--- src/rtl/pipe_hazard_ctrl.sv ---
// Stall/flush sequencer for the 5-stage pipeline: prioritises memory wait, EX redirect and
// load-use hazards, tracks memory-wait duration and keeps stall/redirect counters.
module pipe_hazard_ctrl #(
    parameter int TIMEOUT = 255,
    parameter int WAIT_W  = 8
) (
    input  logic        clk,
    input  logic        reset,
    input  logic [4:0]  id_rs1,
    input  logic [4:0]  id_rs2,
    input  logic        id_rs1_used,
    input  logic        id_rs2_used,
    input  logic [4:0]  ex_rd,
    input  logic        ex_mem_read,
    input  logic        ex_redirect,
    input  logic        mem_req,
    input  logic        mem_ready,
    output logic        pc_write,
    output logic        pc_sel_redirect,
    output logic        if_id_valid,
    output logic        if_id_flush,
    output logic        id_ex_valid,
    output logic        id_ex_flush,
    output logic        ex_mem_valid,
    output logic        ex_mem_flush,
    output logic        mem_wb_valid,
    output logic        mem_wb_flush,
    output logic        mem_timeout,
    output logic [31:0] stall_cycles,
    output logic [31:0] redirect_count,
    output logic [1:0]  state_dbg
);

    typedef enum logic [1:0] {
        RUN      = 2'd0,
        MEM_WAIT = 2'd1,
        HUNG     = 2'd2
    } state_t;

    state_t              state;
    state_t              state_next;
    logic [WAIT_W-1:0]   wait_cnt;
    logic                mem_stall;
    logic                load_use;

    assign mem_stall = mem_req & ~mem_ready;
    assign load_use  = ex_mem_read & (ex_rd != 5'd0) &
                       ((id_rs1_used & (id_rs1 == ex_rd)) | (id_rs2_used & (id_rs2 == ex_rd)));
    assign state_dbg = state;

    // Controls are purely combinational; everything is forced low while reset is held.
    always_comb begin
        pc_write        = 1'b0;
        pc_sel_redirect = 1'b0;
        if_id_valid     = 1'b0;
        if_id_flush     = 1'b0;
        id_ex_valid     = 1'b0;
        id_ex_flush     = 1'b0;
        ex_mem_valid    = 1'b0;
        ex_mem_flush    = 1'b0;
        mem_wb_valid    = 1'b0;
        mem_wb_flush    = 1'b0;
        if (!reset) begin
            if (mem_stall) begin
                // Upstream frozen; a bubble drains into WB. A pending redirect waits in EX.
                mem_wb_valid = 1'b1;
                mem_wb_flush = 1'b1;
            end else if (ex_redirect) begin
                pc_write        = 1'b1;
                pc_sel_redirect = 1'b1;
                if_id_valid     = 1'b1;
                if_id_flush     = 1'b1;
                id_ex_valid     = 1'b1;
                id_ex_flush     = 1'b1;
                ex_mem_valid    = 1'b1;
                mem_wb_valid    = 1'b1;
            end else if (load_use) begin
                id_ex_valid  = 1'b1;
                id_ex_flush  = 1'b1;
                ex_mem_valid = 1'b1;
                mem_wb_valid = 1'b1;
            end else begin
                pc_write     = 1'b1;
                if_id_valid  = 1'b1;
                id_ex_valid  = 1'b1;
                ex_mem_valid = 1'b1;
                mem_wb_valid = 1'b1;
            end
        end
    end

    always_comb begin
        state_next = state;
        case (state)
            RUN: begin
                if (mem_stall) state_next = MEM_WAIT;
            end
            MEM_WAIT: begin
                if (mem_ready)                             state_next = RUN;
                else if (wait_cnt == WAIT_W'(TIMEOUT))     state_next = HUNG;
            end
            HUNG: begin
                if (mem_ready) state_next = RUN;
            end
            default: state_next = RUN;
        endcase
    end

    always_ff @(posedge clk) begin
        if (reset) begin
            state          <= RUN;
            wait_cnt       <= '0;
            mem_timeout    <= 1'b0;
            stall_cycles   <= 32'd0;
            redirect_count <= 32'd0;
        end else begin
            state <= state_next;
            if (state != MEM_WAIT && state_next == MEM_WAIT)
                wait_cnt <= '0;
            else if (state == MEM_WAIT && mem_stall && wait_cnt != WAIT_W'(TIMEOUT))
                wait_cnt <= wait_cnt + WAIT_W'(1);
            // Sticky: raised on entry to HUNG so it is visible in the first HUNG cycle.
            if (state_next == HUNG)
                mem_timeout <= 1'b1;
            if (!pc_write)
                stall_cycles <= stall_cycles + 32'd1;
            if (pc_sel_redirect)
                redirect_count <= redirect_count + 32'd1;
        end
    end

endmodule

--- config.mk ---
export PLATFORM = sky130hd
export DESIGN_NAME = pipe_hazard_ctrl
export DESIGN_NICKNAME = d
export VERILOG_FILES = /design/src/rtl/pipe_hazard_ctrl.sv
export SDC_FILE = /design/constraint.sdc
export NUM_CORES = 1
export LEC_CHECK = 0
export ABC_AREA = 1
export BUFFER_PORTS_ARGS = -buffer_cell sky130_fd_sc_hd__buf_2
export CAP_MARGIN = 25
export CORE_UTILIZATION = 45
export CTS_CLUSTER_SIZE = 16
export DETAILED_ROUTE_END_ITERATION = 16
export PLACE_DENSITY_LB_ADDON = 0.3
export SKIP_CTS_REPAIR_TIMING = 1
export SLEW_MARGIN = 20
export SYNTH_ARGS = -nofsm -noshare
export SYNTH_HDL_FRONTEND = slang
export SYNTH_SLANG_ARGS = --single-unit
--- constraint.sdc ---
create_clock -name clk -period 1.52 [get_ports clk]
set_input_delay 0.152 -clock clk [delete_from_list [all_inputs] [get_ports clk]]
set_output_delay 0.152 -clock clk [all_outputs]
set_load 0.005 [all_outputs]
==> metrics.yaml <==
layout.nets: 962
rows: 36
max_cap_viol_count: 0
worstPathArrival_ns: 1.79
place_congestion: 0.8929
h-tree-depth: 3
syn_avg_cell_area_sq_um: 6.085
clock_skew_ns: 0.01032
wl_per_cell_um: 12.76
power_leakage_uw: 0.002898
worst_setup_path_end_kind: "flip-flop"
tns_ns: -0.006108
vias: 5392
required_ns: 1.78
worst_slew_margin_rel_pct: 64.37
seq_area_frac_synth_pct: 32.34
worstPathMaxFanout: 4
ys_ff_latch: 75
core-area_sq_um: 9910
drive_gt1_share_pct: 34.33
setup_violations: 1
cts_sinks: 75
dp_slack_ns: -0.04769
finalHoldViolCount: 0
synthesis.area_sq_um: 4643
path_class: "flip-flop to flip-flop"
rsz0062_at_grt: "true"
first_pass_iters: 4
dr.first_iter.drc_count: 242
synth_nets: 789
async_reset_ff_share_pct: 0
root_buffer: "clkbuf_8"
vias_per_cell: 5.020
path_clk_slew_ns: 0.08
die_h_um: 103.6
overflow: 0
ys_warn_count: 0
area_growth_pct: 39.42
numPortBuffers: 98
start_kind: "flip-flop"
yosys.cell_types.count: 34
status: "finished, violations left"
rr_startpoint: "redirect_count[1]"
worst_pin_slew_ns: 0.5344
hpwl_um: 9601
cts_tree: "built"
synth_edf_count: 0
hold_ws_ns: 0.1505
fmax_mhz: 655.3
worstHoldStart: "mem_ready"
start_util_pct: 46.86
clk_latency_ns: 0.36
vdd_drop_max_mv: 0.4324
io_pins: 100
hold_class: "input port to flip-flop"
p_per_area_nw_per_um2: 650.4
die_w_um: 103.6
fillers: 918
critPathLaunch: "redirect_count[1]"
antenna_cells: 0
min_period_over_period_pct: 100.4
grt_max_degree: 46
wl_um: 13710
drc: 0
final_util_pct: 65.33
fin_ws_ns: -0.006108
final-max-slew-violation-count: 0
p_total_uw: 4210
drtAntennaViolNets: 0
grt_pass1_vias: 4922
die-area_sq_um: 10730
synth-main-ff-cell: "dfxtp_1"
antenna_found_initial: 0
violations: "setup timing"
grt_pass1_wl_um: 22080
grtUsageTotal_pct: 24.80
numCtsBuffers: 9
period_needed_ns: 1.526
synth_cells: 763
clockBufferDepth: 2
==> registers in the layout, summed over array words and instances (netlist names) <==
signal and cells:
mem_timeout 1, state_dbg 2, stall_cycles 32, wait_cnt 8, redirect_count 32
==> stage by stage <==
step	cell area, sq um	instances
floorplan	4648	763
finish	6474	1074
global route	6474	1074
global placement	5794	1050
detailed placement	5794	1050
CTS	6021	1066
==> worst paths after layout <==
path                        endpoint  slack (ns)  cells after the start
hold reg to reg          mem_timeout        0.46                      2
setup / recovery  redirect_count[28]      -0.006                      9
hold / removal          state_dbg[0]        0.15                      4
setup reg to reg  redirect_count[28]      -0.006                      9
==> per-layer routing <==
metal  part of all wire (%)  track usage [%]  vias to the layer above
li1                       -                -                     2784
met1                     43            30.09                     2418
met2                     49            43.19                      167
met3                    5.9            5.664                       23
met4                    1.8            7.971                        0
met5                      0                0                        -
==> synth_stat cells (3+ instances only) <==
library cell	n	area, sq um
nand3_1	63	315.3
a21oi_1	62	310.3
buf_2	10	50.05
inv_1	66	247.7
clkbuf_1	7	26.28
nand3b_1	16	120.1
nor3_1	12	60.06
nand2_1	267	1002
buf_4	4	30.03
o21ai_0	13	65.06
nor4_1	3	18.77
nand4_1	12	75.07
xnor2_1	7	61.31
ha_1	3	37.54
dfxtp_1	75	1501
xor2_1	15	131.4
nor2_2	5	31.28
nor2_1	101	379.1
nand2_2	4	25.02
==> placed cells by master (no fill, tap or decap), types with 12 or more instances in the layout <==
cell type,synthesis,layout
buf_2,10,98
nand2_2,4,13
nor2_4,1,12
buf_4,4,82
a21oi_1,62,62
dfxtp_2,0,31
nand3b_1,16,16
nand2_1,267,255
nand3_1,63,56
nand4_1,12,12
dfxtp_1,75,40
nor2_2,5,28
nor2_1,101,67
inv_1,66,63
xor2_1,15,15
==> area by class of cell <==
class | count | area [sq um] | share of cell area [%]
clock inverters | 5 | 75.07 | 1.160
clock buffers | 11 | 151.4 | 2.339
flip-flops and latches | 75 | 1555 | 24.02
well taps | 133 | 166.4 | 2.571
multi-input cells | 596 | 3080 | 47.58
repair buffers | 185 | 1180 | 18.23
inverters | 69 | 265.3 | 4.097
==> worst max-delay path, stage by stage (launching register included) <==
cell     delay [ns]
dfxtp_2        0.36
ha_4           0.16
nand3_4        0.10
nor2_4         0.12
nand3_2        0.09
nor3_4         0.25
and2_4         0.20
nand3_2        0.05
nand2_1        0.06
nor2_1         0.04
==> cell families (layout without fill, tap and decap cells) <==
family,count (synthesis),after routing,share of synthesized area (%)
and+or+nand+nor,491,491,45.46
buffers and inverters,92,270,8.488
AOI/OAI and AO/OA,79,79,8.677
DFF,75,75,32.34
xor gates and xnor gates,22,22,4.150
adders and majority gates,3,3,0.8085
other,1,1,0.08076
==> power breakdown <==
group,total (uW),leakage [uW],internal (uW),switching [uW]
Sequential,2010,0.000623,1980,26.4
Clock,1780,0.000119,1010,770
Combinational,428,0.00216,167,260
(Power assumes the default switching activity.)
